===== src/rtl/fr_add_norm.sv =====
// fr_add_norm: mantissa add/subtract and iterative normalize stage of the FP MAC.
//   clock, reset           rising-edge clock, synchronous active-high reset
//   in_valid / in_ready    operand handshake (in_ready high only when idle)
//   man_big, man_small     larger-exponent mantissa and aligned smaller mantissa
//   sign_big, sign_small   operand signs; exp_big is the larger biased exponent
//   out_valid              one-cycle result pulse
//   out_sign/exp/man       normalized truncated result (hidden bit removed)
//   out_zero, out_ovf      exact cancel / underflow flush, exponent overflow
module fr_add_norm #(
    parameter int MW = 24,
    parameter int EW = 8
) (
    input  logic          clock,
    input  logic          reset,
    input  logic          in_valid,
    output logic          in_ready,
    input  logic [MW-1:0] man_big,
    input  logic [MW-1:0] man_small,
    input  logic          sign_big,
    input  logic          sign_small,
    input  logic [EW-1:0] exp_big,
    output logic          out_valid,
    output logic          out_sign,
    output logic [EW-1:0] out_exp,
    output logic [MW-2:0] out_man,
    output logic          out_zero,
    output logic          out_ovf
);
    typedef enum logic [1:0] {IDLE, ADD, NORM, DONE} state_t;
    localparam logic [EW:0] EMAX = {1'b0, {EW{1'b1}}};
    state_t state, state_nx;
    logic [MW-1:0] mb, ms;
    logic sb, ss, sgn;
    logic [EW-1:0] eb, e;
    logic [MW:0] sum;
    logic [EW:0] e_inc;
    logic is_zero, carry, hid, finish, res_zero, res_ovf, res_sign;
    logic [EW-1:0] res_exp;
    logic [MW-2:0] res_man;
    always_comb begin
        is_zero  = sum == '0;
        carry    = sum[MW];
        hid      = sum[MW-1];
        e_inc    = {1'b0, e} + 1'b1;
        // Normalization stops on zero, carry, hidden bit present, or when a further
        // left shift would push the exponent below the smallest normal value.
        finish   = is_zero | carry | hid | (e <= EW'(1));
        res_zero = is_zero | (!carry & !hid);
        res_ovf  = !is_zero & carry & (e_inc >= EMAX);
        res_sign = res_zero ? 1'b0 : sgn;
        res_exp  = res_zero ? '0 : res_ovf ? EMAX[EW-1:0] : carry ? e_inc[EW-1:0] : e;
        res_man  = (res_zero | res_ovf) ? '0 : carry ? sum[MW-1:1] : sum[MW-2:0];
        state_nx = state == IDLE ? (in_valid ? ADD : IDLE) :
                   state == ADD  ? NORM :
                   state == NORM ? (finish ? DONE : NORM) : IDLE;
    end
    assign in_ready  = state == IDLE;
    assign out_valid = state == DONE;
    always_ff @(posedge clock) begin
        if (reset) begin
            state    <= IDLE;
            mb       <= '0;
            ms       <= '0;
            sb       <= 1'b0;
            ss       <= 1'b0;
            eb       <= '0;
            e        <= '0;
            sum      <= '0;
            sgn      <= 1'b0;
            out_sign <= 1'b0;
            out_exp  <= '0;
            out_man  <= '0;
            out_zero <= 1'b0;
            out_ovf  <= 1'b0;
        end else begin
            state <= state_nx;
            case (state)
                IDLE: if (in_valid) begin
                    mb <= man_big;
                    ms <= man_small;
                    sb <= sign_big;
                    ss <= sign_small;
                    eb <= exp_big;
                end
                ADD: begin
                    e <= eb;
                    // Reversed magnitude only arises with equal exponents; the
                    // result then takes the smaller-exponent operand's sign.
                    if (sb == ss) begin
                        sum <= {1'b0, mb} + {1'b0, ms};
                        sgn <= sb;
                    end else if (mb >= ms) begin
                        sum <= {1'b0, mb} - {1'b0, ms};
                        sgn <= sb;
                    end else begin
                        sum <= {1'b0, ms} - {1'b0, mb};
                        sgn <= ss;
                    end
                end
                NORM: if (finish) begin
                    out_sign <= res_sign;
                    out_exp  <= res_exp;
                    out_man  <= res_man;
                    out_zero <= res_zero;
                    out_ovf  <= res_ovf;
                end else begin
                    sum <= sum << 1;
                    e   <= e - 1'b1;
                end
                default: ;
            endcase
        end
    end
endmodule


===== config.mk =====
export PLATFORM = sky130hd
export DESIGN_NAME = fr_add_norm
export DESIGN_NICKNAME = d
export VERILOG_FILES = /design/src/rtl/fr_add_norm.sv
export SDC_FILE = /design/constraint.sdc
export NUM_CORES = 1
export LEC_CHECK = 0
export ABC_AREA = 1
export ABC_CLOCK_PERIOD_IN_PS = 4400
export CAP_MARGIN = 20
export CORE_UTILIZATION = 45
export DETAILED_ROUTE_END_ITERATION = 10
export PLACE_DENSITY = 0.69
export SYNTH_ARGS = -nofsm -noshare
export SYNTH_HDL_FRONTEND = slang
export SYNTH_SLANG_ARGS = --single-unit
export TNS_END_PERCENT = 30

===== constraint.sdc =====
create_clock -name clock -period 4.4 [get_ports clock]
set_input_delay 0.44 -clock clock [delete_from_list [all_inputs] [get_ports clock]]
set_output_delay 0.44 -clock clock [all_outputs]
set_load 0.02 [all_outputs]

Word level (Yosys, flattened, before mapping) --
Index checks and enable logic that the tools add are counted.
Storage, ports and cells: bits in registers 128, bits of input ports 61, output and inout bits 36, logic and storage cells 63
Operators by class: add/subtract/negate cells 5, order comparisons 3, equal/unequal tests 5, multiplexer cells 19, bitwise logic cells 8, reduce and logical (&&, ||, !) cells 9
Operators by type and width (count):
- 25-bit two-way mux | 3
- 25-bit case mux with 2 select lines | 1
- 24-bit by 24-bit subtractor with 25-bit output | 2
- 23-bit two-way mux | 2
- 8-bit two-way mux | 4
- 24-bit by 24-bit adder with 25-bit output | 1
- 25-bit zero test | 1
- 24-bit greater-or-equal comparator | 1
- 8-bit case mux with 2 select lines | 1
- 8-bit by 1-bit adder with 9-bit output, second input constant | 1
- 9-bit by 8-bit greater-or-equal comparator with 1-bit output, second input constant | 1
- 8-bit by 1-bit less-or-equal comparator with 1-bit output, second input constant | 1
- 8-bit by 1-bit subtractor with 8-bit output, second input constant | 1
- 2-bit two-way mux | 3
- 2-bit AND reduction | 3
- 1-bit two-way mux | 5
- 1-bit OR | 5
- 2-bit equality test, second input constant | 2
- 1-bit AND | 3
- 1-bit zero test | 3
- 2-bit by 1-bit equality test with 1-bit output, second input constant | 1
- 2-bit zero test | 1
- 2-bit != test, second input constant | 1
- 2-bit nonzero test | 1
- 1-bit equality test | 1

Depth between registers and ports, before layout --
Gate-level depths: netlist of run 1.
depth after elaboration 8, gate-level depth with buffers 19, depth with buffers taken out 18

Worst setup path after synthesis of run 1 --
No wires, ideal clock.
path kind reg-to-reg, start point register mb[1], end point register sum[1], library setup time 0.122 ns, data arrival time 1.941 ns, data required time 4.278 ns, path slack 2.338 ns, stages on the path, launching flop included 16, path buffers 1, period minus slack after synthesis 2.062 ns, path through dfxtp_1 inv_1 ha_1 nand2_1 nor2_1 nand3_1 nand3_2 nand2_4 inv_2 nor2_4 buf_6 nand2_1 nand3_1 nand3_1 o21ai_0 a21oi_1
Between the ends: word-level cells in the longest chain between the ends 4, elaborated cells on any way between the ends 7, classes of those cells add/sub: 3; order compare: 1; mux: 3
RTL lines:
- start, declared | line 32 | logic [MW-1:0] mb, ms;
- start signal, assigned | line 79 | mb <= man_big;
- 24-bit by 24-bit subtractor with 25-bit output, or another cell as far along | line 96 | sum <= {1'b0, ms} - {1'b0, mb};
- 25-bit two-way mux | line 92 | end else if (mb >= ms) begin
- 25-bit two-way mux * | line 89 | if (sb == ss) begin
- 25-bit case mux with 2 select lines * | line 77 | case (state)
- end signal, assigned | line 90 | sum <= {1'b0, mb} + {1'b0, ms};
- end signal, assigned | line 93 | sum <= {1'b0, mb} - {1'b0, ms};
- end signal, assigned | line 96
- end, declared | line 35 | logic [MW:0] sum;
Every way passes the cells marked *; elsewhere a longest branch is shown, timed or not. A chain may end at the register's enable or synchronous reset.

Worst setup path in the final report of run 1 --
start point register mb[2], end point register sum[16]
The elaborated chain is that of the path after synthesis.

==> impl_metrics.py, run 1 <==
metrics = {
    "run_status": {
        "status": "finished clean",
    },
    "floorplanning": {
        "fp.dieH_um": 160,
        "rows": 57,
        "start_util_pct": 46.1,
        "die_area_um2": 25600,
        "coreArea_um2": 24400,
        "io_pins": 97,
        "fp.dieW_um": 160,
    },
    "placed_design": {
        "dpl.hpwl_mm": 29.6,
        "dpl-instance-area_um2": 12200,
        "io_buffers": 96,
        "dp.cells": 2206,
        "place_congestion": 0.988,
    },
    "critical_path": {
        "crit_path_end_kind": "register",
        "crit_required_ns": 4.70,
        "critPathMaxStageDelay_ns": 0.67,
        "rrSetupSlack_ns": 1.41,
        "cp-start-kind": "register",
        "rr_endpoint": "sum[16]",
        "crit_arrival_ns": 3.29,
        "reg2reg_depth": 13,
        "crit_fanout": 12,
        "timing.rr.start": "mb[2]",
        "cp_num_buf_inv": 1,
        "path_cells": "inv_1 > ha_1 > nand2_2 > nor2_1 > nor2_1 > o21bai_1 > nand2_1 > nand3_1 > nand3_1 > nand3_1 > nand3_1 > nand2_1 > a21oi_1",
        "critPathLaunch": "mb[2]",
        "critical_path_class": "register to register",
        "cp_top_family": "simple AND/OR/NAND/NOR gates",
        "crit_top_cell": "nand3_1",
        "slowest_stage": "o21bai_1",
    },
    "timing": {
        "worstMarginPinSlew_ns": 0.822,
        "hold_ws_ns": 0.450,
        "max_slew_margin_pct": 45.1,
        "tns_ns": 0,
        "rsz0062_at_grt": "false",
        "finalCritPeriodShare_pct": 68.1,
        "fin_skew_ns": 0.0127,
        "finalWorstPathRequiredPeriod_ns": 2.99,
        "fmax_mhz": 334,
        "timing.final.hold_violations": 0,
        "setup_violations": 0,
        "drv_slew": 0,
    },
    "logic_synthesis": {
        "synth_nets": 2006,
        "synth_top_family_by_area": "simple AND/OR/NAND/NOR gates",
        "syn_avg_cell_area_um2": 6.05,
        "ys_ff_latch": 128,
        "synth-adder-area-share_pct": 9.77,
        "syn_area_um2": 11200,
        "syn_inst": 1859,
        "synth_xor_area_share_pct": 2.03,
        "yosysWarnings": 0,
        "synth_cell_types": 45,
        "synth_area_leaders": "dfxtp_1 23%, nand2_1 18%, ha_1 9.2%",
        "synth_area_leader_cell": "dfxtp_1",
        "netlist.area_leader.share_pct": 22.8,
        "yosys.area_share.simple_pct": 34.2,
        "synth_compound_area_share_pct": 17.1,
        "yosys-mux-area-fraction_pct": 0,
        "seq_area_frac_synth_pct": 22.8,
    },
    "clock_network": {
        "cts_buffers": 17,
        "clock_sinks": 128,
        "clockBufferDepth": 2,
        "cts_max_level": 4,
        "cts_tree": "done",
        "insertion_delay_ns": 0.44,
        "cts-root-buf": "clkbuf_16",
        "hold_buffers": 0,
        "cts_setup_buffers": 0,
        "clkTransAtPathRegs_ns": 0.07,
        "cts-resized-gates": 0,
    },
    "routing": {
        "wl_per_cell_um": 16.8,
        "drc_errors": 0,
        "viasPerCell": 5.29,
        "dr.pass1.iters": 8,
        "detail-route-antenna-nets": 0,
        "via_count": 11800,
        "finalWirelength_mm": 37.6,
        "drt_iter0_markers": 837,
    },
    "power": {
        "p_clk_share_pct": 31.8,
        "p_seq_share_pct": 28.6,
        "swShare_pct": 44.1,
        "power.density_nw_per_um2": 357,
        "p_switching_mw": 2.01,
        "p_leak_nw": 6.07,
        "combPwrFrac_pct": 39.6,
        "vdd_drop_max_v": 0.000222,
        "p_int_mw": 2.55,
    },
    "finish": {
        "final_nets": 2049,
        "design_area_um2": 12800,
        "diodes": 0,
        "area_growth_pct": 13.6,
        "drive_gt1_share_pct": 5.64,
        "stdcell_count": 2239,
    },
    "job": {
        "maxCapViolations": 0,
    },
    "min_path": {
        "min_path_type": "register to register",
        "min_from": "eb[4]",
        "holdPathStages": 2,
        "min_to": "eb[4]",
    },
    "global_route": {
        "overflow": 0,
        "grt_max_degree": 81,
        "grt_pass1_wl_mm": 59.8,
        "grt_pass1_vias": 11200,
        "antenna_found_initial": 0,
        "grt_usage_pct": 29.7,
    },
}
metal layers:
metal  global-route usage [%]  up-vias  wire length [um]
met5                        0        -                 0
met4                     10.8        0              1080
met1                     38.4     5437             17100
met3                     3.06       54              1570
li1                         -     6012                 -
met2                     51.1      337             17800
how the worst max path moves through the flow:
stage          depth (start not counted)      end  slack, ns
3_3_place_gp                          16  sum[12]       1.51
4_1_cts                               16  sum[16]       1.43
6_report                              13  sum[16]       1.41
2_1_floorplan                         15   sum[1]       2.34
3_5_place_dp                          16  sum[16]       1.46
5_1_grt                                9   sum[8]       1.14
kinds of logic (layout without fill, tap and decap cells):
family / after synthesis / count (layout)
buf+inv: 369 / 425
simple gates: 883 / 883
fa+ha+maj: 86 / 86
compound gates: 367 / 367
xor+xnor: 26 / 26
flops: 128 / 128
cells in the mapped netlist (all sizes together):
| master | n |
|---|---|
| o22ai | 1 |
| o31ai | 2 |
| nand4 | 32 |
| a21boi | 2 |
| nand2 | 565 |
| a31o | 1 |
| fa | 3 |
| o21a | 2 |
| a31oi | 10 |
| nand3b | 2 |
| nor2 | 112 |
| clkbuf | 38 |
| inv | 283 |
| a21oi | 172 |
| ha | 83 |
| o21bai | 11 |
| o211ai | 5 |
| buf | 44 |
| nor4 | 5 |
| nor3 | 11 |
| or2 | 6 |
| xor2 | 23 |
| dfxtp | 128 |
| and2 | 2 |
| nand3 | 148 |
| clkinv | 4 |
| xnor2 | 3 |
| o21ai | 161 |
cells in the final DEF (no fill, tap or decap), types with 6 or more instances in the layout:
cell,synthesis,routed
inv_6,0,6
nand2_1,542,541
nand3_1,141,141
inv_1,272,271
ha_1,83,83
a31oi_1,10,10
nor2_1,97,96
nand2_2,17,17
xor2_1,23,23
inv_2,11,12
buf_4,12,9
o21bai_1,11,11
nor2_2,10,11
o21ai_0,157,157
nand2_4,6,7
a21oi_1,171,171
nand3_2,7,7
dfxtp_1,128,128
nor3_1,10,10
nand4_1,31,31
clkdlybuf4s50_1,0,96
clkbuf_16,0,17
cell type report:
cell class	instances	area [um^2]
Tap cell	324	405
Sequential cell	128	2560
Fill cell	2606	11600
Inverter	287	1080
Clock buffer	17	425
Clock inverter	15	141
Timing Repair Buffer	106	1050
Multi-Input combinational cell	1362	7110
power by group through the flow:
stage               clock [mW]  sequential [mW]  combinational [mW]
CTS                       1.47             1.30                1.78
finish                    1.45             1.30                1.80
floorplan                    0             1.31                1.30
detailed placement           0             1.33                1.77
global placement             0             1.32                1.77
global route              1.51             1.31                1.99
sequential cells by signal (all words and copies together), names as in the netlist, 2 cells and up:
signal,count
eb,8
mb,24
out_exp,8
ms,24
state,2
out_man,23
e,8
sum,25
tightest hold or removal path, stage by stage, from the launching register on:
cell	delay [ns]
dfxtp_1	0.31
inv_1	0.05
a21oi_1	0.05
per-stage QoR:
step                      power (mW)  setup WS, ns  util [%]
after detailed placement        3.10          1.46      49.9
final                           4.55          1.41      52.4
after global routing            4.81          1.14      52.4
after CTS                       4.55          1.43      52.3
after global placement          3.09          1.51      49.9
after floorplan                 2.61          2.34         -
No activity file was read; power rests on OpenSTA's default activity.
==> run 2, diff against run 1 <==
--- a/config.mk
+++ b/config.mk
@@ -6,11 +6,11 @@
 export NUM_CORES = 1
 export LEC_CHECK = 0
 export ABC_AREA = 1
-export ABC_CLOCK_PERIOD_IN_PS = 4400
+export ABC_CLOCK_PERIOD_IN_PS = 2750
 export CAP_MARGIN = 20
 export CORE_UTILIZATION = 45
 export DETAILED_ROUTE_END_ITERATION = 10
-export PLACE_DENSITY = 0.69
+export PLACE_DENSITY = 0.71
 export SYNTH_ARGS = -nofsm -noshare
 export SYNTH_HDL_FRONTEND = slang
 export SYNTH_SLANG_ARGS = --single-unit
==> constraint.sdc (replaced) <==
create_clock -name clock -period 2.75 [get_ports clock]
set_input_delay 0.275 -clock clock [delete_from_list [all_inputs] [get_ports clock]]
set_output_delay 0.275 -clock clock [all_outputs]
set_load 0.02 [all_outputs]
==> impl_metrics.py, run 2 (synthesis results as in run 1) <==
metrics = {
    "timing": {
        "drv_slew": 0,
        "finalWorstPathRequiredPeriod_ns": 2.63,
        "rsz0062_at_grt": "false",
        "tns_ns": 0,
        "fin_skew_ns": 0.00978,
        "fmax_mhz": 380,
        "setup_violations": 0,
        "setup_slack_ns": 0.117,
        "hold_ws_ns": 0.452,
        "worstMarginPinSlew_ns": 0.598,
        "timing.final.hold_violations": 0,
        "max_slew_margin_pct": 59.8,
        "finalCritPeriodShare_pct": 95.8,
    },
    "critical_path": {
        "critPathMaxStageDelay_ns": 0.50,
        "crit_arrival_ns": 2.94,
        "crit_fanout": 7,
        "crit_path_end_kind": "register",
        "crit_required_ns": 3.06,
        "cp-start-kind": "register",
        "path_cells": "inv_1 > ha_1 > inv_1 > a21oi_1 > o21ai_0 > o21bai_1 > nand4_1 > nand3_1 > nand3_1 > nand2_1 > a21oi_1",
        "critical_path_class": "register to register",
        "slowest_stage": "ha_1",
    },
    "finish": {
        "reg_top3": "sum x25, mb x24, ms x24",
        "layout_common_cells": "541 x nand2_1, 271 x inv_1, 170 x a21oi_1, 157 x o21ai_0, 141 x nand3_1",
        "top_register": "sum",
        "drive_gt1_share_pct": 8.42,
        "area_growth_pct": 17.7,
        "final_nets": 2093,
        "layout_commonest_cell": "nand2_1",
        "largest_reg_flops": 25,
        "diodes": 0,
        "stdcell_count": 2283,
    },
    "clock_network": {
        "clockBufferDepth": 2,
        "cts_max_level": 4,
        "cts-root-buf": "clkbuf_16",
        "cts_buffers": 17,
        "clock_sinks": 128,
        "clkTransAtPathRegs_ns": 0.07,
        "insertion_delay_ns": 0.44,
        "cts_tree": "done",
    },
    "floorplanning": {
        "coreArea_um2": 24400,
        "die_area_um2": 25600,
        "fp.dieH_um": 160,
        "fp.dieW_um": 160,
        "rows": 57,
        "start_util_pct": 46.1,
        "io_pins": 97,
    },
    "placed_design": {
        "dpl.hpwl_mm": 29.9,
        "io_buffers": 96,
        "dpl_worst_slack_ns": 0.0217,
        "dp.cells": 2248,
        "place_congestion": 0.976,
    },
    "global_route": {
        "grt_pass1_wl_mm": 60.5,
        "grt_max_degree": 58,
        "grt_usage_pct": 30.0,
        "overflow": 0,
        "antenna_found_initial": 0,
        "grt_pass1_vias": 11400,
    },
    "job": {
        "maxCapViolations": 0,
    },
    "routing": {
        "finalWirelength_mm": 38.1,
        "drc_errors": 0,
        "drt_iter0_markers": 982,
        "viasPerCell": 5.31,
        "wl_per_cell_um": 16.7,
        "via_count": 12100,
        "dr.pass1.iters": 7,
        "detail-route-antenna-nets": 0,
    },
    "power": {
        "p_int_mw": 4.42,
        "swShare_pct": 42.3,
        "p_seq_share_pct": 27.1,
        "p_clk_share_pct": 33.0,
        "power.density_nw_per_um2": 579,
        "vdd_drop_max_v": 0.000331,
        "p_switching_mw": 3.24,
        "p_leak_nw": 6.31,
        "combPwrFrac_pct": 39.9,
    },
    "run_status": {
        "status": "finished clean",
    },
    "min_path": {
        "min_path_type": "primary input to register",
    },
}
## run 2: power by group through the flow
stage | Combinational (mW) | Sequential, mW | Clock (mW)
6_report | 3.06 | 2.08 | 2.53
2_1_floorplan | 2.08 | 2.09 | 0
4_1_cts | 3.01 | 2.07 | 2.55
3_3_place_gp | 2.97 | 2.11 | 0
3_5_place_dp | 2.96 | 2.12 | 0
5_1_grt | 3.37 | 2.09 | 2.62
## run 2: routing by layer
metal | GRT usage, % | part of all wire [%]
met1 | 39.8 | 46
met2 | 49.3 | 45
met5 | 0 | 0
met4 | 11.4 | 3.5
met3 | 3.90 | 5.6
## run 2: layout make-up
class	count	area, um^2
flip-flops and latches	128	2560
multi-input cells	1362	7150
clock buffers	17	425
fillers	2572	11200
well taps	324	405
inverters	287	1080
clock inverters	15	189
repair buffers	150	1430
## run 2: final timing paths
path / start / to / slack [ns] / depth (start not counted)
worst min register to register: eb[4] / eb[4] / 0.46 / 2
worst max register to register: mb[13] / sum[22] / 0.12 / 11
worst min-delay path: exp_big[3] / eb[3] / 0.45 / 3
worst max-delay path: mb[13] / sum[22] / 0.12 / 11
## run 2: stage by stage
step,power [mW],cell area [um^2],util (%)
CTS,7.64,13200,54.1
floorplan,4.17,11200,-
finish,7.66,13200,54.3
detailed placement,5.08,12500,51.4
global placement,5.08,12500,51.4
global route,8.08,13200,54.3
## run 2: timing repair
action	CTS	global route
setup buffers	3	0
hold buffers	0	0
gates resized for setup	0	13
endpoints found under the setup margin	2	24
## run 2: critical path: cells and delay by family, from the launching register on
| family | cells | cell delay [ns] |
|---|---|---|
| adders and majority gates | 1 | 0.50 |
| AOI/OAI and AO/OA | 4 | 0.86 |
| and+or+nand+nor | 4 | 0.56 |
| DFF | 1 | 0.38 |
| buffers and inverters | 2 | 0.20 |
